### src/rtl/can_err_pkg.sv
// Shared encodings, limits and the node-state decode for the CAN
// fault-confinement controller.
package can_err_pkg;

  typedef enum logic [2:0] {
    S_IDLE,
    S_FLAG,
    S_WAIT_DELIM,
    S_DELIM,
    S_BUSOFF
  } seq_state_t;

  typedef enum logic [1:0] {
    NS_ACTIVE  = 2'b00,
    NS_PASSIVE = 2'b01,
    NS_BUSOFF  = 2'b10
  } node_state_t;

  localparam logic [9:0] PASSIVE_LIM = 10'd128;
  localparam logic [9:0] BUSOFF_LIM  = 10'd256;
  localparam logic [3:0] RECOV_RUN   = 4'd11;
  localparam logic [9:0] TX_INC      = 10'd8;
  localparam logic [8:0] RX_INC      = 9'd1;
  localparam logic [7:0] REC_RELOAD  = 8'd120;
  localparam logic [7:0] REC_MAX     = 8'd255;

  function automatic node_state_t node_decode(input logic [8:0] tec, input logic [7:0] rec);
    if ({1'b0, tec} >= BUSOFF_LIM)
      return NS_BUSOFF;
    else if (({1'b0, tec} >= PASSIVE_LIM) || ({2'b00, rec} >= PASSIVE_LIM))
      return NS_PASSIVE;
    else
      return NS_ACTIVE;
  endfunction

endpackage

### src/rtl/can_err_counters.sv
// TEC/REC arithmetic with saturation, plus node-state decode of both the
// current and the about-to-be-registered counter values.
module can_err_counters
  import can_err_pkg::*;
(
  input  logic       clock,
  input  logic       reset,
  input  logic       i_err,
  input  logic       i_ok,
  input  logic       i_tx_mode,
  input  logic       i_clr,
  output logic [8:0] o_tec,
  output logic [7:0] o_rec,
  output logic [1:0] o_node_state,
  output logic       o_busoff_nxt,
  output logic       o_passive_nxt
);

  logic [8:0] r_tec;
  logic [7:0] r_rec;
  logic [8:0] w_tec_nxt;
  logic [7:0] w_rec_nxt;

  function automatic logic [8:0] tec_sat_add(input logic [8:0] tec);
    logic [9:0] sum;
    sum = {1'b0, tec} + TX_INC;
    return (sum >= BUSOFF_LIM) ? BUSOFF_LIM[8:0] : sum[8:0];
  endfunction

  function automatic logic [7:0] rec_sat_add(input logic [7:0] rec);
    logic [8:0] sum;
    sum = {1'b0, rec} + RX_INC;
    return (sum > {1'b0, REC_MAX}) ? REC_MAX : sum[7:0];
  endfunction

  // A receiver that was error-passive drops straight back to the reload value.
  function automatic logic [7:0] rec_frame_ok(input logic [7:0] rec);
    if ({2'b00, rec} >= PASSIVE_LIM)
      return REC_RELOAD;
    else if (rec != 8'd0)
      return rec - 8'd1;
    else
      return rec;
  endfunction

  always_comb begin
    w_tec_nxt = r_tec;
    w_rec_nxt = r_rec;
    if (i_clr) begin
      w_tec_nxt = 9'd0;
      w_rec_nxt = 8'd0;
    end else if (i_err) begin
      if (i_tx_mode) w_tec_nxt = tec_sat_add(r_tec);
      else           w_rec_nxt = rec_sat_add(r_rec);
    end else if (i_ok) begin
      if (i_tx_mode) w_tec_nxt = (r_tec != 9'd0) ? (r_tec - 9'd1) : r_tec;
      else           w_rec_nxt = rec_frame_ok(r_rec);
    end
  end

  always_ff @(posedge clock) begin
    if (!reset) begin
      r_tec <= 9'd0;
      r_rec <= 8'd0;
    end else begin
      r_tec <= w_tec_nxt;
      r_rec <= w_rec_nxt;
    end
  end

  assign o_tec         = r_tec;
  assign o_rec         = r_rec;
  assign o_node_state  = node_decode(r_tec, r_rec);
  assign o_busoff_nxt  = (node_decode(w_tec_nxt, w_rec_nxt) == NS_BUSOFF);
  assign o_passive_nxt = (node_decode(w_tec_nxt, w_rec_nxt) != NS_ACTIVE);

endmodule

### src/rtl/can_error_ctrl.sv
// CAN fault confinement: error-frame sequencer and bus-off recovery around
// the TEC/REC counter block.
module can_error_ctrl
  import can_err_pkg::*;
#(
  parameter int FLAG_LEN  = 6,
  parameter int DELIM_LEN = 8,
  parameter int RECOV_CNT = 128
) (
  input  logic       clock,
  input  logic       reset,
  input  logic       SP,
  input  logic       STF_E,
  input  logic       EOF_E,
  input  logic       CRC_E,
  input  logic       FRM_E,
  input  logic       RX_BIT,
  input  logic       TX_MODE,
  input  logic       FRAME_OK,
  output logic       TX_BIT,
  output logic       ERR_BUSY,
  output logic [8:0] TEC,
  output logic [7:0] REC,
  output logic [1:0] NODE_STATE,
  output logic       RESTART
);

  localparam int CNT_MAX = (FLAG_LEN > DELIM_LEN) ? FLAG_LEN : DELIM_LEN;
  localparam int CNT_W   = $clog2(CNT_MAX + 1);
  localparam int OCC_W   = $clog2(RECOV_CNT + 1);
  localparam logic [CNT_W-1:0] FLAG_LAST  = CNT_W'(FLAG_LEN - 1);
  localparam logic [CNT_W-1:0] DELIM_LAST = CNT_W'(DELIM_LEN - 1);
  localparam logic [OCC_W-1:0] OCC_LAST   = OCC_W'(RECOV_CNT - 1);

  seq_state_t       r_state;
  logic [CNT_W-1:0] r_bit_cnt;
  logic [3:0]       r_run;
  logic [OCC_W-1:0] r_occ;

  logic w_ev_raw, w_cnt_err, w_cnt_ok, w_run_done, w_clr;
  logic w_busoff_nxt, w_passive_nxt;

  // Errors only count from IDLE or as a form error inside the delimiter;
  // flags seen during FLAG/WAIT_DELIM belong to the error already signalled.
  assign w_ev_raw   = SP && !(STF_E && EOF_E && CRC_E && FRM_E);
  assign w_cnt_err  = ((r_state == S_IDLE) && w_ev_raw) ||
                      ((r_state == S_DELIM) && SP && (w_ev_raw || !RX_BIT));
  assign w_cnt_ok   = FRAME_OK && (r_state == S_IDLE) && !w_cnt_err;
  assign w_run_done = SP && RX_BIT && (r_run == (RECOV_RUN - 4'd1));
  assign w_clr      = (r_state == S_BUSOFF) && w_run_done && (r_occ == OCC_LAST);

  can_err_counters u_counters (
    .clock         (clock),
    .reset         (reset),
    .i_err         (w_cnt_err),
    .i_ok          (w_cnt_ok),
    .i_tx_mode     (TX_MODE),
    .i_clr         (w_clr),
    .o_tec         (TEC),
    .o_rec         (REC),
    .o_node_state  (NODE_STATE),
    .o_busoff_nxt  (w_busoff_nxt),
    .o_passive_nxt (w_passive_nxt)
  );

  always_ff @(posedge clock) begin
    if (!reset) begin
      r_state   <= S_IDLE;
      r_bit_cnt <= '0;
      r_run     <= 4'd0;
      r_occ     <= '0;
      TX_BIT    <= 1'b1;
      ERR_BUSY  <= 1'b0;
      RESTART   <= 1'b0;
    end else begin
      RESTART <= 1'b0;
      if (w_busoff_nxt && (r_state != S_BUSOFF)) begin
        r_state   <= S_BUSOFF;
        r_bit_cnt <= '0;
        r_run     <= 4'd0;
        r_occ     <= '0;
        TX_BIT    <= 1'b1;
        ERR_BUSY  <= 1'b0;
      end else begin
        case (r_state)
          S_IDLE: begin
            if (w_cnt_err) begin
              r_state   <= S_FLAG;
              r_bit_cnt <= '0;
              TX_BIT    <= w_passive_nxt;
              ERR_BUSY  <= 1'b1;
            end
          end
          S_FLAG: begin
            if (SP) begin
              if (r_bit_cnt == FLAG_LAST) begin
                r_state <= S_WAIT_DELIM;
                TX_BIT  <= 1'b1;
              end else begin
                r_bit_cnt <= r_bit_cnt + CNT_W'(1);
              end
            end
          end
          S_WAIT_DELIM: begin
            if (SP && RX_BIT) begin
              r_state   <= S_DELIM;
              r_bit_cnt <= CNT_W'(1);
            end
          end
          S_DELIM: begin
            if (w_cnt_err) begin
              r_state   <= S_FLAG;
              r_bit_cnt <= '0;
              TX_BIT    <= w_passive_nxt;
            end else if (SP) begin
              if (r_bit_cnt == DELIM_LAST) begin
                r_state  <= S_IDLE;
                ERR_BUSY <= 1'b0;
              end else begin
                r_bit_cnt <= r_bit_cnt + CNT_W'(1);
              end
            end
          end
          S_BUSOFF: begin
            if (SP) begin
              if (!RX_BIT) begin
                r_run <= 4'd0;
              end else if (w_run_done) begin
                r_run <= 4'd0;
                if (w_clr) begin
                  r_occ   <= '0;
                  r_state <= S_IDLE;
                  RESTART <= 1'b1;
                end else begin
                  r_occ <= r_occ + OCC_W'(1);
                end
              end else begin
                r_run <= r_run + 4'd1;
              end
            end
          end
          default: r_state <= S_IDLE;
        endcase
      end
    end
  end

endmodule

### config.mk
export PLATFORM = sky130hd
export DESIGN_NAME = can_error_ctrl
export DESIGN_NICKNAME = d
export VERILOG_FILES = /design/src/rtl/can_err_pkg.sv /design/src/rtl/can_err_counters.sv /design/src/rtl/can_error_ctrl.sv
export SDC_FILE = /design/constraint.sdc
export NUM_CORES = 1
export LEC_CHECK = 0
export CAP_MARGIN = 20
export CORE_MARGIN = 3
export CORE_UTILIZATION = 47
export CTS_CLUSTER_SIZE = 24
export DETAILED_ROUTE_END_ITERATION = 8
export PLACE_DENSITY = 0.78
export REMOVE_ABC_BUFFERS = 1
export SETUP_SLACK_MARGIN = 0.05
export SYNTH_ARGS = -nofsm -noshare
export SYNTH_HDL_FRONTEND = slang
export SYNTH_SLANG_ARGS = --single-unit
### constraint.sdc
create_clock -name clock -period 2.93 [get_ports clock]
set_input_delay 0.586 -clock clock [delete_from_list [all_inputs] [get_ports clock]]
set_output_delay 0.586 -clock clock [all_outputs]
set_load 0.02 [all_outputs]
==> metrics.cfg <==
[status]
run_status = complete, no violations

[worst_setup_path]
critPathCapture = u_counters.o_rec[2]$_SDFF_PN0_
crit_type = register to register
cp.arrival_ns = 2.79
crit_fanout = 11
regToRegSetupSlack_ns = 0.34
critPathLaunch = u_counters.o_rec[0]$_SDFF_PN0_
endpoint_kind = register
timing.rr.start = u_counters.o_rec[0]$_SDFF_PN0_
worst_setup_path_start_kind = register
r2r-end = u_counters.o_rec[2]$_SDFF_PN0_
cp_data_required_time_ns = 3.14
reg2reg_depth = 7

[synth]
synth_area_leader_cell = dfxtp_1
async_flop_share_pct = 0
seq_area_frac_synth_pct = 27.2
ys_ff_latch = 39
synth_area_leaders = dfxtp_1 (27%), ha_1 (6.1%), nor2_1 (5.4%)
syn_avg_cell_area_um2 = 7.53
syn-cell-area_um2 = 2870
synth-edff-count = 0
yosys_most_used_dff = dfxtp_1
netlist_instances = 381
synth_commonest_cells = nor2_1 (41), dfxtp_1 (39), nand2_1 (26)
synth_most_common_cell = nor2_1
yosysUniqueCellTypes = 58
ys_warn_count = 0
synth_top_area_share_pct = 27.2

[die]
start_util_pct = 50.2
io_pins = 32
core_area_um2 = 5710
num_rows = 27
die_area_um2 = 7070
die_h_um = 84.1
die_w_um = 84.1

[cells_and_area]
instances_no_fill = 482
synthToLayoutAreaGrowth_pct = 18.3
nFillCells = 527
drive_gt1_share_pct = 9.27
n_antenna_cell = 0
final_core_util_pct = 59.4
nNetsFinal = 433
finalInstanceArea_um2 = 3390

[clock_tree]
htree_levels = 2
post-cts-setup-buffers = 0
cts_buffers = 5
cts_hold_buf = 0
clkLatencyLatePin_ns = 0.30
root_buffer = clkbuf_8
clkSinkCount = 39
cts_tree = yes
cts-resized-gates = 0
cts_max_path_buffers = 2
cts.reportedPaths.clkPinSlew_ns = 0.08

[detailed_routing]
first_pass_iters = 4
routedWlPerCell_um = 15.6
drt_iter0_drc = 146
ant_nets = 0
drc = 0
num_vias = 2945
routed_wl_um = 7520
vias_per_cell = 6.11

[timing]
tightest_slew_ns = 0.607
fin_ws_ns = 0.342
slew_viol_final = 0
finalSetupViolations = 0
slew_headroom_pct = 59.1
rsz0062_at_grt = false
setup_tns_ns = 0
skew_ns = 0.00560
min_period_ns = 2.59
hold_viol = 0
period_share_pct = 88.3
max_freq_mhz = 386

[placement]
dpl-instance-area_um2 = 3280
place.gp.congestion = 0.876
port_buffers = 31
dp_cells = 474
dpl.hpwl_um = 5380
pre_cts_ws_ns = 0.0840

[pwr]
irDropWorstVdd_v = 0.000302
clockPowerShare_pct = 26.5
swShare_pct = 37.3
p_leak_nw = 1.21
comb_power_share_pct = 36.2
seq_power_share_pct = 37.3
p_per_area_nw_per_um2 = 525
switching_power_mw = 0.664
p_int_mw = 1.12

[global_route]
grt_usage_pct = 21.3
grt_first_pass_wirelength_um = 12600
grt_max_degree = 23
grt-ovfl-total = 0
grt_pass1_vias = 2769
grt_antenna_before_repair = 0

[flow_run]
drv_cap = 0

[worst_hold_path]
min_path_type = register to register

[worst min-delay path by stage]
| stage | start | end | slack [ns] | cells past startpoint |
|---|---|---|---|---|
| after detailed placement | r_run[2]$_SDFFE_PP0P_ | r_run[2]$_SDFFE_PP0P_ | 0.48 | 2 |
| after global placement | r_run[2]$_SDFFE_PP0P_ | r_run[2]$_SDFFE_PP0P_ | 0.47 | 2 |
| after global routing | r_bit_cnt[3]$_SDFFE_PP0P_ | r_bit_cnt[3]$_SDFFE_PP0P_ | 0.54 | 2 |
| after floorplan | r_run[2]$_SDFFE_PP0P_ | r_run[2]$_SDFFE_PP0P_ | 0.46 | 2 |
| final | r_run[2]$_SDFFE_PP0P_ | r_run[2]$_SDFFE_PP0P_ | 0.50 | 2 |
| after CTS | r_run[2]$_SDFFE_PP0P_ | r_run[2]$_SDFFE_PP0P_ | 0.50 | 2 |
[per-layer routing]
metal / GRT usage [%] / vias to the layer above / wire [um]
li1: - / 1443 / -
met1: 27.3 / 1376 / 3270
met2: 35.6 / 102 / 3610
met3: 3.85 / 24 / 452
met4: 7.60 / 0 / 189
met5: 0 / - / 0
[placed cells by master (no fill, tap or decap), types with 4 or more instances in the layout]
master            n
xnor2_1           7
mux2i_1           6
nor4_1            6
dfxtp_1          39
nand2_1          26
clkbuf_8          5
or3_1             5
o21ai_0          19
buf_4            11
nor3b_1           4
and3_1            6
or4_1             7
o31ai_1           5
nor3_1           22
xor2_1            6
a21oi_1          24
nand3_1          17
ha_1             14
nor2_1           41
clkdlybuf4s50_1  31
nand3b_1          4
inv_1            24
a31oi_1           6
nor2_2            4
nand2b_1          7
a211oi_1         14
[worst max-delay path, stage by stage, from the launching register on]
cell,delay (ns)
dfxtp_1,0.56
inv_1,0.17
ha_1,0.35
nand4bb_1,0.19
a2111oi_0,0.47
o21ai_0,0.17
a211o_1,0.32
a211oi_1,0.27
[power by group through the flow]
stage / clock, mW / combinational, mW / sequential [mW]
final: 0.472 / 0.645 / 0.665
after global routing: 0.499 / 0.705 / 0.677
after CTS: 0.477 / 0.637 / 0.663
after detailed placement: 0 / 0.633 / 0.675
after global placement: 0 / 0.623 / 0.672
after floorplan: 0 / 0.368 / 0.700
[state kept, by name, indices dropped and copies added, names as in the netlist]
signal,count
ERR_BUSY,1
RESTART,1
TX_BIT,1
r_bit_cnt,4
r_occ,8
r_run,4
r_state,3
u_counters.o_rec,8
u_counters.o_tec,9
[cell families after synthesis]
logic type | share of synthesized area (%)
fa+ha+maj | 6.11
flops | 27.2
compound gates | 21.7
simple gates | 31.5
mux | 2.49
xor+xnor | 3.97
buf+inv | 7.02
[per-stage QoR]
step | power (mW) | hold WS (ns)
6_report | 1.78 | 0.502
5_1_grt | 1.88 | 0.544
4_1_cts | 1.78 | 0.498
3_5_place_dp | 1.31 | 0.484
3_3_place_gp | 1.29 | 0.470
2_1_floorplan | 1.07 | 0.457
[final cells by class]
type / instances / area, um^2 / share of cell area, %
clock inverters: 3 / 43.8 / 1.29
flip-flops and latches: 39 / 781 / 23.0
clock buffers: 5 / 68.8 / 2.03
repair buffers: 44 / 433 / 12.8
well taps: 72 / 90.1 / 2.66
inverters: 24 / 90.1 / 2.66
multi-input cells: 295 / 1890 / 55.6
Note: power is estimated with default switching activity, not from simulation.
